[config.mk]
export PLATFORM = sky130hd
export DESIGN_NAME = mem_rd_capture
export DESIGN_NICKNAME = d
export VERILOG_FILES = /design/src/rtl/mem_rd_capture.sv
export SDC_FILE = /design/constraint.sdc
export NUM_CORES = 1
export LEC_CHECK = 0
export CORE_MARGIN = 5
export CORE_UTILIZATION = 49
export DETAILED_ROUTE_END_ITERATION = 7
export PLACE_DENSITY = 0.75
export SETUP_SLACK_MARGIN = 0.15
export SYNTH_ARGS = -nofsm -noshare
export SYNTH_HDL_FRONTEND = slang
export SYNTH_SLANG_ARGS = --single-unit
[constraint.sdc]
create_clock -name clk -period 2 [get_ports clk]
set_input_delay 0.4 -clock clk [delete_from_list [all_inputs] [get_ports clk]]
set_output_delay 0.4 -clock clk [all_outputs]
set_load 0.1 [all_outputs]
[src/rtl/mem_rd_capture.sv]
// Read-data capture FIFO: samples mem_data on every ds pulse, tags each word with
// the length of the preceding rd window, and presents entries over valid/ready.
module mem_rd_capture #(
  parameter int DATA_W = 8,
  parameter int DEPTH  = 4,
  parameter int LAT_W  = 4
) (
  input  logic                     clk,
  input  logic                     rst,
  input  logic                     rd,
  input  logic                     ds,
  input  logic [DATA_W-1:0]        mem_data,
  output logic                     out_valid,
  input  logic                     out_ready,
  output logic [DATA_W-1:0]        out_data,
  output logic [LAT_W-1:0]         out_lat,
  output logic [$clog2(DEPTH):0]   count,
  output logic                     full,
  output logic                     empty,
  output logic                     ovf,
  input  logic                     ovf_clr
);

  localparam int PTR_W = $clog2(DEPTH);
  localparam int CNT_W = PTR_W + 1;
  localparam int ENT_W = DATA_W + LAT_W;
  localparam logic [CNT_W-1:0] DEPTH_C = CNT_W'(DEPTH);

  logic [ENT_W-1:0] mem_q [DEPTH];

  logic [PTR_W-1:0] wr_ptr_q, wr_ptr_d;
  logic [PTR_W-1:0] rd_ptr_q, rd_ptr_d;
  logic [CNT_W-1:0] count_q, count_d;
  logic [LAT_W-1:0] lat_cnt_q, lat_cnt_d;
  logic             ovf_q, ovf_d;

  logic pop;
  logic push_ok;

  assign empty     = (count_q == '0);
  assign full      = (count_q == DEPTH_C);
  assign count     = count_q;
  assign out_valid = !empty;
  assign ovf       = ovf_q;
  assign out_data  = mem_q[rd_ptr_q][ENT_W-1:LAT_W];
  assign out_lat   = mem_q[rd_ptr_q][LAT_W-1:0];

  // A push into a full FIFO still fits if the head leaves in the same cycle.
  assign pop     = out_valid && out_ready;
  assign push_ok = ds && (!full || pop);

  always_comb begin
    wr_ptr_d  = wr_ptr_q;
    rd_ptr_d  = rd_ptr_q;
    count_d   = count_q;
    lat_cnt_d = lat_cnt_q;
    ovf_d     = ovf_q;

    if (push_ok) wr_ptr_d = wr_ptr_q + 1'b1;
    if (pop)     rd_ptr_d = rd_ptr_q + 1'b1;

    case ({push_ok, pop})
      2'b10:   count_d = count_q + 1'b1;
      2'b01:   count_d = count_q - 1'b1;
      default: count_d = count_q;
    endcase

    if (ds) begin
      lat_cnt_d = '0;
    end else if (rd) begin
      if (lat_cnt_q != '1) lat_cnt_d = lat_cnt_q + 1'b1;
    end else begin
      lat_cnt_d = '0;
    end

    // Setting wins over a coincident clear so a drop is never lost.
    if (ds && !push_ok) ovf_d = 1'b1;
    else if (ovf_clr)   ovf_d = 1'b0;
  end

  always_ff @(posedge clk or posedge rst) begin
    if (rst) begin
      wr_ptr_q  <= '0;
      rd_ptr_q  <= '0;
      count_q   <= '0;
      lat_cnt_q <= '0;
      ovf_q     <= 1'b0;
    end else begin
      wr_ptr_q  <= wr_ptr_d;
      rd_ptr_q  <= rd_ptr_d;
      count_q   <= count_d;
      lat_cnt_q <= lat_cnt_d;
      ovf_q     <= ovf_d;
    end
  end

  always_ff @(posedge clk) begin
    if (push_ok) mem_q[wr_ptr_q] <= {mem_data, lat_cnt_q};
  end

endmodule
==> results.txt <==
----------------------------------------------------
[Clock network]
  Total clock sinks ... 60
  Clk Latency, worst-skew pair ... 330 ps
  Post-CTS Hold Buffers ... 0
  Max clock buf depth ... 2
  Maximum level of the CTS H-tree ... 3
  Cts bufs inserted ... 9
  Clock tree from TritonCTS ... yes
  CTS clk-pin slew, worst paths ... 60 ps
  CTS Root Cell ... clkbuf_8

[Die]
  Initial Utilization ... 51.5%
  Placeable core region ... 4820 um2
  Die area ... 6580 um2
  Die Height ... 81.1 um
  Number of placement rows ... 25
  Die boundary width ... 81.1 um
  # IOs ... 33

[Critical path]
  Largest fanout on the critical path ... 6
  Crit start category ... flop
  Family of cells with the greatest summed delay on the critical path ... multiplexers
  Buffers plus inverters on the worst setup path ... 2
  Arrival time of data at the critical path endpoint ... 1670 ps
  Critical Path, Cell by Cell ... clkbuf_16 > mux4_2 > buf_12
  Master of the slowest instance on the critical path ... mux4_2
  Setup Crit Path Kind ... reg -> out
  Largest incremental delay on the critical path ... 530 ps
  Required time worst endpoint ... 1600 ps
  Type of destination of the critical path ... output port

[Layout]
  Nets ... 217
  # diodes ... 0
  Fraction of final layout cells with drive strength greater than 1 ... 41.1%
  Most frequent standard cell in the layout excluding fill and tap cells ... edfxtp_1
  Commonest non-fill, non-tap cells in the layout ... 48 x edfxtp_1, 19 x buf_12, 17 x buf_4
  Final cell area excluding filler cells ... 3470 um2
  Util after Layout ... 72.1%
  Non-filler cells in the finished layout ... 269
  Area Growth Syn to Fin ... 40.1%

[Timing]
  Least setup slack across all paths after layout ... -72.9 ps
  Slew of the pin with the lowest slew margin ... 475 ps
  Final cycle utilization of the critical path ... 104%
  Setup-violating endpoint count in the final report ... 13
  Crit path time final ... 2070 ps
  Hold Violations, Final ... 0
  Final Max Tran Viols ... 0
  Maximum clock frequency ... 482 MHz
  Max-slew headroom ... 68.3%
  Worst-case clock skew ... 11.8 ps
  Setup repair after global routing missed its margin ... true

[Global routing]
  Wire length of the first global-routing pass ... 7.76 mm
  Number of global-route vias before repair ... 1540
  Number of antenna violations at the first check in global routing ... 0
  Pin count of the biggest net entering global routing ... 13
  Global-route total usage across every layer ... 16.3%
  GRT Residual Overflow ... 0

[Logic synthesis]
  Most area-consuming cells after synthesis ... edfxtp_1 58%, dfrtp_1 12%, mux4_2 11%, ha_1 2.5%, xnor2_1 1.8%
  Portion of synthesized cell area occupied by the leading cell type ... 58.2%
  Sequential cell area fraction in the yosys report ... 70.3%
  Gate Count Post-Synth ... 139
  Synth Warn # ... 0
  Post-Syn Area ... 2480 um2
  FF+latch count, synth ... 60
  Post-Syn Nets ... 159
  Mean instance size in the synthesized netlist ... 17.8 um2
  Area leader, netlist ... edfxtp_1
  Distinct cell type count of the synthesized netlist ... 36

[Drt]
  Total Routed Length ... 4.81 mm
  Antenna viol nets, final ... 0
  Detailed-route wire length per cell ... 17.9 um
  Vias per cell ... 5.20
  Final routed DRC violation total ... 0
  Pre-Repair DR Iteration Count ... 4
  Total via count in the routed design ... 1398
  Count of routing violations after the opening detailed-route iteration ... 73

[Hold path]
  Worst min-delay path class ... in -> async

[Run]
  Max_cap viols ... 0

[Outcome]
  Run status ... complete, but fails checks
  Violations in the final reports ... negative setup slack

[Placement]
  Detailed Place HPWL ... 2.99 mm
  Post-Place Worst Slack ... -133 ps
  Global placement routability congestion ... 0.749
  Cell area after placement ... 3120 um2
  Cell count after placement ... 239
  Port bufs ... 32

----------------------------------------------------
## metrics by stage
| step | hold WS (ps) | setup TNS [ps] |
|---|---|---|
| after floorplan | 265 | -473 |
| after global placement | 461 | -43.3 |
| after detailed placement | 473 | -175 |
| after CTS | 385 | -941 |
| after global routing | 443 | -1270 |
| final | 385 | -646 |
## flip-flops by register name (all words and copies together) (netlist names)
register and flops:
wr_ptr_q 2, count 3, lat_cnt_q 4, ovf 1, mem_q 48, rd_ptr_q 2
## path summary, 6_finish.rpt
check,cells after the start,end,slack [ps],start
setup / recovery,3,out_lat[0],-70,rd_ptr_q[0]
hold / removal,2,count[0],380,rst
setup reg to reg,7,count[2],120,count[2]
hold reg to reg,1,rd_ptr_q[1],480,rd_ptr_q[1]
max in group asynchronous,2,count[2],1250,rst
min in group clk,1,rd_ptr_q[1],480,rd_ptr_q[1]
## cell type report
class                   instances  area (um2)
clock inverters                 3        43.8
clock buffers                  13         160
flip-flops and latches         60        1750
repair buffers                 52         688
multi-input cells              65         702
well taps                      67        83.8
inverters                       9        41.3
fillers                       330        1340
## repair_timing
| action | in CTS | in global routing |
|---|---|---|
| setup endpoints to repair | 17 | 17 |
| cloned | 0 | 1 |
| buffers inserted | 12 | 1 |
| pin swaps | 5 | 3 |
| endpoints found under the hold margin | 0 | 0 |
| resized for setup | 8 | 3 |
## kinds of logic (layout without fill, tap and decap cells)
logic type,after synthesis,in the layout,share of synthesized area (%)
AO/OA/AOI/OAI,11,11,3.53
XOR/XNOR,6,6,2.12
adder cells (fa/ha/maj),6,6,3.33
buffers and inverters,14,77,2.57
flip-flops,60,60,70.3
multiplexers,14,14,11.9
AND/OR/NAND/NOR,28,28,6.26
## Yosys cell counts
library cell  count
o31ai_1           1
mux2i_1           1
and2_2            4
o21a_4            1
nand2_1           4
nand2b_1          2
a21boi_0          1
o21ai_0           1
a31oi_1           1
xnor2_1           5
mux2_4            1
o221ai_1          1
inv_1             9
buf_6             1
a21oi_1           1
buf_2             3
o41ai_1           1
nand3_1           3
or3b_4            1
mux4_2           12
o211ai_1          1
or2_2             1
buf_1             1
edfxtp_1         48
fa_1              1
nor3_1            2
dfrtp_1          12
o32a_1            1
and3_1            1
ha_1              5
o22ai_1           1
nor2_1            7
or3_2             1
xor2_1            1
nor3b_1           1
nand3b_1          1
## metal layers
metal / track usage (%) / wire (um) / vias up
li1: - / - / 646
met1: 19.8 / 2060 / 701
met2: 26.8 / 2420 / 42
met3: 4.32 / 257 / 9
met4: 8.11 / 69 / 0
met5: 0 / 0 / -
Power is left out: the tool's default activity adds up to more than one toggle a clock period on the data nets, which glitch-free logic cannot reach.
